--- src/rtl/fifo_push_arb.sv ---
// fifo_push_arb: round-robin arbiter sharing one FIFO push port between
// NUM_REQ valid/ready producers. Grants are held for bursts of up to
// MAX_BURST beats and across any stalled beat, so the pushed data and id
// stay stable while the FIFO is full.
module fifo_push_arb #(
  parameter int REQ_IDX   = 2,
  parameter int SIZE      = 4,
  parameter int BURST_IDX = 2
) (
  input  logic                      clk,
  input  logic                      rst_n,
  input  logic [2**REQ_IDX-1:0]     req_val,
  output logic [2**REQ_IDX-1:0]     req_rdy,
  input  logic [2**REQ_IDX*SIZE-1:0] req_data,
  output logic                      out_val,
  input  logic                      out_rdy,
  output logic [SIZE-1:0]           out_data,
  output logic [REQ_IDX-1:0]        out_id
);

  localparam int NUM_REQ   = 2**REQ_IDX;
  localparam int MAX_BURST = 2**BURST_IDX;
  // A one-beat burst needs no counter; keep one harmless bit so the
  // register always has a legal width.
  localparam int CNT_W     = (BURST_IDX > 0) ? BURST_IDX : 1;

  typedef enum logic {IDLE, LOCKED} state_t;

  state_t             state_reg;
  logic [REQ_IDX-1:0] ptr_reg;
  logic [REQ_IDX-1:0] owner_reg;
  logic [CNT_W-1:0]   beat_cnt_reg;

  logic [REQ_IDX-1:0] sel;
  logic [REQ_IDX-1:0] scan_idx;
  logic               found;
  logic               xfer;

  // Pick the requester: owner while locked, else first valid from ptr upward.
  always_comb begin
    sel      = ptr_reg;
    scan_idx = '0;
    found    = 1'b0;
    if (state_reg == LOCKED) begin
      sel = owner_reg;
    end else begin
      for (int k = 0; k < NUM_REQ; k++) begin
        scan_idx = ptr_reg + REQ_IDX'(k);
        if (!found && req_val[scan_idx]) begin
          sel   = scan_idx;
          found = 1'b1;
        end
      end
    end
    // Outputs must read as idle/requester 0 while reset is held, even if
    // producers are already driving valid.
    if (!rst_n) begin
      sel = '0;
    end
  end

  // Zero-latency forwarding of the selected channel to the FIFO push side.
  always_comb begin
    req_rdy  = '0;
    out_val  = rst_n & req_val[sel];
    out_data = req_data[sel*SIZE +: SIZE];
    out_id   = sel;
    if (rst_n) begin
      req_rdy[sel] = out_rdy;
    end
  end

  assign xfer = out_val & out_rdy;

  // Grant state machine: lock on a push or stall, release on burst end or bubble.
  always_ff @(posedge clk or negedge rst_n) begin
    if (!rst_n) begin
      state_reg    <= IDLE;
      ptr_reg      <= '0;
      owner_reg    <= '0;
      beat_cnt_reg <= '0;
    end else begin
      case (state_reg)
        IDLE: begin
          if (xfer) begin
            if (MAX_BURST == 1) begin
              ptr_reg <= sel + 1'b1;
            end else begin
              state_reg    <= LOCKED;
              owner_reg    <= sel;
              beat_cnt_reg <= CNT_W'(1);
            end
          end else if (out_val) begin
            state_reg    <= LOCKED;
            owner_reg    <= sel;
            beat_cnt_reg <= '0;
          end
        end
        LOCKED: begin
          if (!req_val[owner_reg]) begin
            state_reg <= IDLE;
            ptr_reg   <= owner_reg + 1'b1;
          end else if (xfer) begin
            if (beat_cnt_reg == CNT_W'(MAX_BURST - 1)) begin
              state_reg <= IDLE;
              ptr_reg   <= owner_reg + 1'b1;
            end else begin
              beat_cnt_reg <= beat_cnt_reg + 1'b1;
            end
          end
        end
        default: begin
          state_reg <= IDLE;
        end
      endcase
    end
  end

endmodule

--- config.mk ---
export PLATFORM = sky130hd
export DESIGN_NAME = fifo_push_arb
export DESIGN_NICKNAME = d
export VERILOG_FILES = /design/src/rtl/fifo_push_arb.sv
export SDC_FILE = /design/constraint.sdc
export NUM_CORES = 1
export LEC_CHECK = 0
export CAP_MARGIN = 20
export CORE_MARGIN = 5
export CORE_UTILIZATION = 41
export DETAILED_ROUTE_END_ITERATION = 12
export PLACE_DENSITY = 0.81
export SLEW_MARGIN = 20
export SYNTH_ARGS = -nofsm -noshare
export SYNTH_HDL_FRONTEND = slang
export SYNTH_SLANG_ARGS = --single-unit
--- constraint.sdc ---
create_clock -name clk -period 2.4 [get_ports clk]
set_input_delay 0.36 -clock clk [delete_from_list [all_inputs] [get_ports clk]]
set_output_delay 0.36 -clock clk [all_outputs]
set_load 0.02 [all_outputs]
==> report_table.html <==
<table>
<tr><th>Metric</th><th>Value</th></tr>
<tr><th colspan="2">Placement</th></tr>
<tr><td>HPWL reported at the end of detailed placement</td><td>2091 um</td></tr>
<tr><td>Buffers on Ports</td><td>33</td></tr>
<tr><td>Dpl cells</td><td>182</td></tr>
<tr><td>Instance area after placement</td><td>1333 um^2</td></tr>
<tr><td>Worst setup timing slack at the placement stage</td><td>-0.6468 ns</td></tr>
<tr><td>Final weighted congestion in routability-driven placement</td><td>0.9233</td></tr>
<tr><th colspan="2">Yosys</th></tr>
<tr><td>Post-Synthesis Net Count</td><td>126</td></tr>
<tr><td>Flip-flop and latch count after synthesis</td><td>7</td></tr>
<tr><td>Post-synthesis instance total</td><td>102</td></tr>
<tr><td>Mean instance size in the synthesized netlist</td><td>7.679 um^2</td></tr>
<tr><td>Synth Cell Area</td><td>783.3 um^2</td></tr>
<tr><td>Cell type contributing the most total cell area after synthesis</td><td>dfrtp_1</td></tr>
<tr><td>Most used flip-flop cell after synthesis</td><td>dfrtp_1</td></tr>
<tr><td>Post-synth cell types</td><td>41</td></tr>
<tr><td>Top post-synthesis cells by area</td><td>dfrtp_1 22%, nand2_1 6.2%, a211oi_1 4.8%</td></tr>
<tr><td>Number of warnings issued by yosys</td><td>0</td></tr>
<tr><td>Share of the yosys chip area belonging to registers</td><td>22.36%</td></tr>
<tr><td>Area fraction of the dominant cell type after synthesis</td><td>22.36%</td></tr>
<tr><td>Post-synth EDFFs</td><td>0</td></tr>
<tr><td>Proportion of register bits with asynchronous set or reset after synthesis</td><td>100.0%</td></tr>
<tr><th colspan="2">CTS</th></tr>
<tr><td>Hold bufs inserted after CTS</td><td>0</td></tr>
<tr><td>CTS sink count</td><td>7</td></tr>
<tr><td>H-tree depth</td><td>1</td></tr>
<tr><td>TritonCTS clock tree</td><td>yes</td></tr>
<tr><td>Clock-pin transition on the worst setup and hold timing paths</td><td>0.06 ns</td></tr>
<tr><td>Cell at the root of the clock tree</td><td>clkbuf_4</td></tr>
<tr><td>Num CTS Buffers</td><td>3</td></tr>
<tr><td>Clock insertion delay at the later pin of the skew report</td><td>0.26 ns</td></tr>
<tr><td>Maximum clock path buffer count</td><td>2</td></tr>
<tr><th colspan="2">Setup path</th></tr>
<tr><td>Cell repeated most along the worst path</td><td>buf_4</td></tr>
<tr><td>Sort of element at the start of the critical path</td><td>input pin</td></tr>
<tr><td>Cells along the critical path</td><td>dlygate4sd2_1 -&gt; inv_1 -&gt; nor3_1 -&gt; buf_4 -&gt; o41ai_4 -&gt; buf_4 -&gt; a211oi_2 -&gt; a31oi_1 -&gt; buf_4</td></tr>
<tr><td>Reg2reg start</td><td>ptr_reg[1]</td></tr>
<tr><td>FF-to-FF setup slack</td><td>0.08 ns</td></tr>
<tr><td>Critical path peak fanout</td><td>7</td></tr>
<tr><td>Category of the worst setup path capture point</td><td>output pin</td></tr>
<tr><td>Worst Path Arrival</td><td>2.12 ns</td></tr>
<tr><td>Capture point of the worst reg-to-reg path</td><td>ptr_reg[1]</td></tr>
<tr><td>Delay contributed by the slowest stage of the critical path</td><td>0.44 ns</td></tr>
<tr><td>FF-to-FF path depth</td><td>9</td></tr>
<tr><td>Critical path required time</td><td>2.04 ns</td></tr>
<tr><td>Class of the most critical setup path</td><td>in -&gt; out</td></tr>
<tr><td>Master of the slowest instance on the critical path</td><td>o41ai_4</td></tr>
<tr><th colspan="2">Detailed routing</th></tr>
<tr><td>Detailed-routed wire length on met2</td><td>1671 um</td></tr>
<tr><td>Total Wirelength</td><td>3278 um</td></tr>
<tr><td>DRC violation total after the first TritonRoute iteration</td><td>23</td></tr>
<tr><td>Count of TritonRoute iterations in the first routing pass</td><td>4</td></tr>
<tr><td>Antenna-violating nets left</td><td>0</td></tr>
<tr><td>Vias post-DR</td><td>1080</td></tr>
<tr><td>Average wire per standard cell</td><td>17.16 um</td></tr>
<tr><td>Wire length the detailed router placed on met1</td><td>1236 um</td></tr>
<tr><td>Met3 WL post-DR</td><td>210 um</td></tr>
<tr><td>DRC violation count after routing</td><td>0</td></tr>
<tr><td>Routed vias/inst</td><td>5.654</td></tr>
<tr><td>Uppermost metal layer occupied by signal nets</td><td>met4</td></tr>
<tr><th colspan="2">Floorplan</th></tr>
<tr><td>Die height</td><td>53.71 um</td></tr>
<tr><td># rows</td><td>15</td></tr>
<tr><td>Core region area</td><td>1764 um^2</td></tr>
<tr><td>Initial core utilization</td><td>44.40%</td></tr>
<tr><td>Top-level port count</td><td>34</td></tr>
<tr><td>Total die area</td><td>2884 um^2</td></tr>
<tr><td>Die width</td><td>53.71 um</td></tr>
<tr><th colspan="2">Timing</th></tr>
<tr><td>Fmax</td><td>403.7 MHz</td></tr>
<tr><td>Crit path time final</td><td>2.477 ns</td></tr>
<tr><td>Total count of hold-check failures in the final report</td><td>0</td></tr>
<tr><td>Worst Hold Slack</td><td>0.3180 ns</td></tr>
<tr><td>Setup repair after global routing missed its margin</td><td>yes</td></tr>
<tr><td>Worst clock skew on the final layout</td><td>0.006730 ns</td></tr>
<tr><td>Number of setup violations in the final report</td><td>4</td></tr>
<tr><td>Number of slew-limit violations in the final report</td><td>0</td></tr>
<tr><td>Slew @ Worst Pin</td><td>0.3679 ns</td></tr>
<tr><td>Final Worst Setup Slack</td><td>-0.07692 ns</td></tr>
<tr><td>Share of the clock period used by the worst path after layout</td><td>103.2%</td></tr>
<tr><td>Max-Slew Margin vs Limit</td><td>75.39%</td></tr>
<tr><th colspan="2">Power and ir drop</th></tr>
<tr><td>Reg power frac</td><td>15.6%</td></tr>
<tr><td>Leakage</td><td>0.0007013 uW</td></tr>
<tr><td>Worst IR drop on VDD</td><td>0.7818 mV</td></tr>
<tr><td>Switching power of the nets</td><td>681.9 uW</td></tr>
<tr><td>Combinational fraction of design power</td><td>76.9%</td></tr>
<tr><td>Power density over the cells</td><td>1014 nW/um^2</td></tr>
<tr><td>Switching Fraction</td><td>45.49%</td></tr>
<tr><td>Clock power frac</td><td>7.5%</td></tr>
<tr><td>Internal portion of total power</td><td>817.0 uW</td></tr>
<tr><th colspan="2">Finish</th></tr>
<tr><td>Final Non-Filler Cells</td><td>191</td></tr>
<tr><td>Fraction of final layout cells with drive strength greater than 1</td><td>42.17%</td></tr>
<tr><td>Number of nets in the layout</td><td>191</td></tr>
<tr><td>Layout Area Growth over Synthesis</td><td>88.66%</td></tr>
<tr><td>Diode insertion count for antenna repair</td><td>0</td></tr>
<tr><td>Fin area</td><td>1478 um^2</td></tr>
<tr><td>Layout filler cell count</td><td>118</td></tr>
<tr><th colspan="2">Global routing</th></tr>
<tr><td>Number of global-route vias before repair</td><td>1043</td></tr>
<tr><td>Global-route wire length before repair</td><td>4712 um</td></tr>
<tr><td>Gr ovfl total</td><td>0</td></tr>
<tr><td>Total track usage</td><td>22.05%</td></tr>
<tr><td>Maximum number of pins on one net before global-route repair</td><td>12</td></tr>
<tr><td>Number of antenna violations at the first check in global routing</td><td>0</td></tr>
<tr><th colspan="2">Hold path</th></tr>
<tr><td>Min-delay worst type</td><td>in -&gt; async</td></tr>
<tr><th colspan="2">Status</th></tr>
<tr><td>Failing checks</td><td>setup timing</td></tr>
<tr><td>Run status</td><td>finished with violations</td></tr>
<tr><th colspan="2">Flow run</th></tr>
<tr><td>Max_cap viols</td><td>0</td></tr>
</table>
==> per-layer routing <==
metal,GRT usage (%),vias up
met4,3.404,0
met2,36.90,60
met1,28.48,497
met3,6.094,18
li1,-,505
met5,0,-
==> logic make-up after synthesis <==
group / Yosys count / synth area share [%]
buf+inv: 15 / 7.667
fa+ha+maj: 1 / 1.597
flops: 7 / 22.36
simple gates: 45 / 29.87
compound gates: 28 / 28.60
xor+xnor: 1 / 1.118
mux: 5 / 8.785
==> cell usage in the layout, fill, tap and decap left out, types with 3 or more instances in the layout <==
master	netlist	routed
a211oi_2	0	4
a31oi_1	5	4
and2_1	5	5
and3_1	4	4
buf_4	0	38
buf_6	0	3
clkbuf_4	0	3
clkdlybuf4s50_1	0	17
dfrtp_1	7	6
dlygate4sd2_1	0	5
inv_1	7	6
nand2_1	13	13
nand2b_1	5	4
nand3_1	4	4
nor2_1	5	5
==> synth_stat cells, drive strengths merged, types with 4 or more instances <==
library cell  count
a211oi            5
a31oi             5
and3              4
o21ai             4
nor2              5
nand2b            5
clkbuf            5
and2              6
nand3             4
nand2            13
inv               8
dfrtp             7
==> final cells by class <==
class	instances	area, um^2	area share, %
Inverter	8	30.03	2.032
Multi-Input combinational cell	80	653.1	44.20
Sequential cell	7	176.4	11.94
Timing Repair Buffer	67	560.5	37.93
Clock buffer	4	26.28	1.778
Tap cell	25	31.28	2.117
==> power groups by stage <==
stage | logic, uW | clock network (uW) | registers, uW
floorplan | 548 | 0 | 208
global placement | 948 | 0 | 228
detailed placement | 974 | 0 | 230
CTS | 1020 | 112 | 224
global route | 1240 | 128 | 241
finish | 1150 | 113 | 234
==> metrics by stage <==
step	TNS [ns]	util [%]	power, uW
floorplan	0	-	756.0
detailed placement	-7.317	75.53	1204
CTS	-0.01351	78.79	1355
global route	-1.120	83.76	1606
global placement	-6.538	75.53	1176
finish	-0.1490	83.76	1499
==> worst max-delay path by stage <==
stage,start,end,slack [ns],cells past startpoint
after floorplan,req_val[3],req_rdy[1],0.12,6
after global placement,req_val[1],out_data[2],-0.59,8
after detailed placement,req_val[3],out_data[1],-0.65,8
after CTS,ptr_reg[1],out_data[3],-0.007,8
after global routing,req_val[2],out_data[1],-0.20,9
final,req_val[2],out_data[1],-0.08,9
==> repair_timing <==
action,in CTS,in global routing
endpoints found under the setup margin,13,11
resized for setup,54,25
endpoints found under the hold margin,0,0
pin swaps,4,5
setup buffers,6,0
==> worst max-delay path: cells and delay by family <==
| family | cells | cell delay, ns |
|---|---|---|
| buffers and inverters | 5 | 1.02 |
| and+or+nand+nor | 1 | 0.07 |
| AOI/OAI and AO/OA | 3 | 0.66 |
(Power assumes the default switching activity.)
==> patch 1 (same flow settings) <==
`REQ_IDX`: 2 -> 3.
--- a/src/rtl/fifo_push_arb.sv
+++ b/src/rtl/fifo_push_arb.sv
@@ -4,5 +4,5 @@
 // stay stable while the FIFO is full.
 module fifo_push_arb #(
-  parameter int REQ_IDX   = 2,
+  parameter int REQ_IDX   = 3,
   parameter int SIZE      = 4,
   parameter int BURST_IDX = 2
Interface: changed (resized out_id, req_data, req_rdy and req_val); port bits go from 34 to 59. No check against the original RTL was run, so the function may have changed too.
==> patch 1 against the unedited design <==
The flow still finishes with violations (setup timing). Synthesized area rose to 2.5 times the old value. Register-to-register slack got worse by 1900 ps. First-iteration DRC count grew to 17 times the old value. Worst setup slack got worse by 1900 ps. Via count rose to 2.8 times the old value. Worst hold slack improved by 110 ps. Power rose to 4.8 times the old value. Sequential cell count rose by 2. Design area rose to 2.6 times the old value. Wire length rose to 3.3 times the old value. Largest cell class unchanged.
==> patch 1: results (changes against the unedited design) <==
P_leak - 0.001676 uW (+140%)
slowest cell delay on critical path - 550 ps (+110 ps)
worst r2r dst - ptr_reg[2]
worst reg2reg setup slack - -1840 ps (-1920 ps)
vias post-DR - 3038 (+180%)
hold slack - 429.2 ps (+111.2 ps)
Seq/total area - 5.875% (-6.1 points)
setup violators final - 25 (+21)
post-route worst setup slack - -1928 ps (-1851 ps)
status - finished, violations left
hpwl dp - 5.877 mm (+180%)
post-synthesis xor/xnor area fraction - 1.697% (+0.58 points)
TNS Setup - -43740 ps (-43590 ps)
Power Clock - 185 uW (+64%)
WL met3 - 1.247 mm (+490%)
CP Max Fanout - 6 (-1)
Max VDD drop - 1.053 mV (+35%)
failing checks - setup timing
final instance area - 3855 sq um (+160%)
multi-input gate share of total cell area - 52.26% (+8.1 points)
slowest CP cell - mux4_2
P_int - 3629 uW (+340%)
WL met2 - 5.101 mm (+210%)
Root Driver - clkbuf_8
met2 Use GR - 49.00% (+12 points)
overall global routing resource usage - 28.25% (+6.2 points)
-- patch 1: changes by cell type after synthesis, moves of 5 or more --
cell,before,now
nor2_1,5,21
nand2_1,13,40
nand3_1,4,15
mux2i_1,2,41
buf_2,2,7
mux2_2,0,8
mux4_2,1,11
-- patch 1: worst max path at each step --
stage	from	to	slack [ps]	cells after the start
global route	ptr_reg[0]	out_data[2]	-2100	17
finish	ptr_reg[0]	out_data[2]	-1930	17
floorplan	ptr_reg[1]	ptr_reg[1]	-1490	16
CTS	ptr_reg[0]	req_rdy[0]	-1670	15
detailed placement	ptr_reg[1]	out_val	-1940	14
global placement	ptr_reg[1]	out_data[3]	-1830	15
-- patch 1: repair_timing --
item / 4_1_cts / 5_1_grt
setup buffers: 14 / 14
resized for setup: 110 / 47
gates cloned: 1 / 2
pin swaps: 14 / 20
hold endpoints to repair: 0 / 0
setup endpoints to repair: 25 / 25
==> patch 2 (same settings) <==
Without the edit above. Reset style: synchronous (`rst_n`), changed in one clocked block.
--- a/src/rtl/fifo_push_arb.sv
+++ b/src/rtl/fifo_push_arb.sv
@@ -74,5 +74,5 @@
 
   // Grant state machine: lock on a push or stall, release on burst end or bubble.
-  always_ff @(posedge clk or negedge rst_n) begin
+  always_ff @(posedge clk) begin
     if (!rst_n) begin
       state_reg    <= IDLE;
Check against the original RTL: same outputs for any inputs over 10 cycles, from zero or initial values and one cycle with rst_n low; that may be too few to reach the edited logic, so the function may still have changed.
==> patch 2 against the unedited design <==
Sequential cell count unchanged. Core utilization down 3.7 points. Design area rose by 6.4%. Wire length shrank 0.88%. Register-to-register slack better by 240 ps. Synthesized area increased by 6.7%. Worst setup slack worse by 3.3 ps. The run still ends with setup timing left. First-iteration DRC count rose by 22%. Highest routed layer unchanged.
Power is not compared: it rests on default switching activity, and its combinational part moved more than twofold at a synthesized area within 25%.
==> patch 2: results (changes against the unedited design) <==
Final Skew - 6.607 ps (-0.1223 ps)
status - finished, violations left
Placed Instances - 198 (+8.8%)
TNS Setup - -186.8 ps (-37.71 ps)
Wirelength per Cell - 15.62 microns (-9.0%)
Setup WS pre-CTS - -1053 ps (-406.4 ps)
register area share after synthesis - 16.77% (-5.6 points)
Post-synth top cells - 10 x a21oi_1, 9 x nor2_1
Filler Cell Count - 152 (+29%)
post-synthesis mux area share - 15.72% (+6.9 points)
Compound-Gate Fraction of Synth Area - 31.89% (+3.3 points)
clk tree area frac - 1.672% (-0.11 points)
post-synthesis net count - 137 (+8.7%)
Synth Area per Inst - 7.396 sq um (-3.7%)
Non-clk bufs - 70 (+4.5%)
fin nets - 206 (+7.9%)
Placement Cell Area - 1408 sq um (+5.6%)
Post-synth ARST share - 0% (-100 points)
Least-Margin Pin Slew - 329.8 ps (-38.08 ps)
Storage cell area - 145.1 sq um (-18%)
starting DRC count in detailed routing - 28 (+22%)
buffering overhead - 37.90% (about the same)
Adder-Cell Fraction of Synth Area - 1.497% (-0.10 points)
FF+latch count, synth - 7 (unchanged)
Placer Congestion - 0.8354 (-9.5%)
multi-input gate share of total cell area - 47.13% (+2.9 points)
largest net degree at the start of global routing - 10 (-2)
setup violators final - 5 (+1)
global-route wire length before repair - 5.292 mm (+12%)
overall global routing resource usage - 23.61% (+1.6 points)
vias post-DR - 1185 (+9.7%)
slowest CP cell - dfxtp_4
number of global-route vias before repair - 1254 (+20%)
failing checks - setup timing
slowest cell delay on critical path - 350 ps (-90 ps)
P&R area growth vs syn - 88.02%
post-route worst setup slack - -80.23 ps (-3.316 ps)
Max VDD drop - 0.3854 mV
post-synthesis xor/xnor area fraction - 1.048% (-0.070 points)
synth top area cells - dfxtp_1 17%, mux2i_1 7.2%, a21oi_1 6.0%
post_cts resized - 79 (+46%)
HP Class - reg -> reg
Post-CTS Setup Bufs - 5 (-1)
hpwl dp - 2.355 mm (+13%)
share of cells above drive strength 1 - 43.65% (+1.5 points)
## patch 2: path summary, 6_finish.rpt
kind / slack, ps / endpoint / cells past startpoint / start
setup / recovery: -80 / out_data[2] / 8 / ptr_reg[0]
setup reg to reg: 320 / state_reg / 10 / ptr_reg[1]
hold reg to reg: 480 / beat_cnt_reg[1] / 2 / beat_cnt_reg[1]
hold / removal: 480 / beat_cnt_reg[1] / 2 / beat_cnt_reg[1]
## patch 2: worst max-delay path, delay by kind of cell, from the launching register on
kind	cells	cell delay, ps
AO/OA/AOI/OAI	2	340
buffers and inverters	1	160
flip-flops	1	350
multiplexers	1	300
AND/OR/NAND/NOR	4	710
## patch 2: cells by family after synthesis
logic type,Yosys count
mux,11
compound gates,37
simple gates,41
fa+ha+maj,1
xor+xnor,1
buf+inv,15
flops,7
## patch 2: routing by layer
layer	vias up	global-route usage (%)	part of all wire [%]
li1	555	-	-
met1	551	22.26	36
met2	63	46.06	52
met3	16	8.311	8.8
met4	0	8.502	3.2
met5	-	0	0
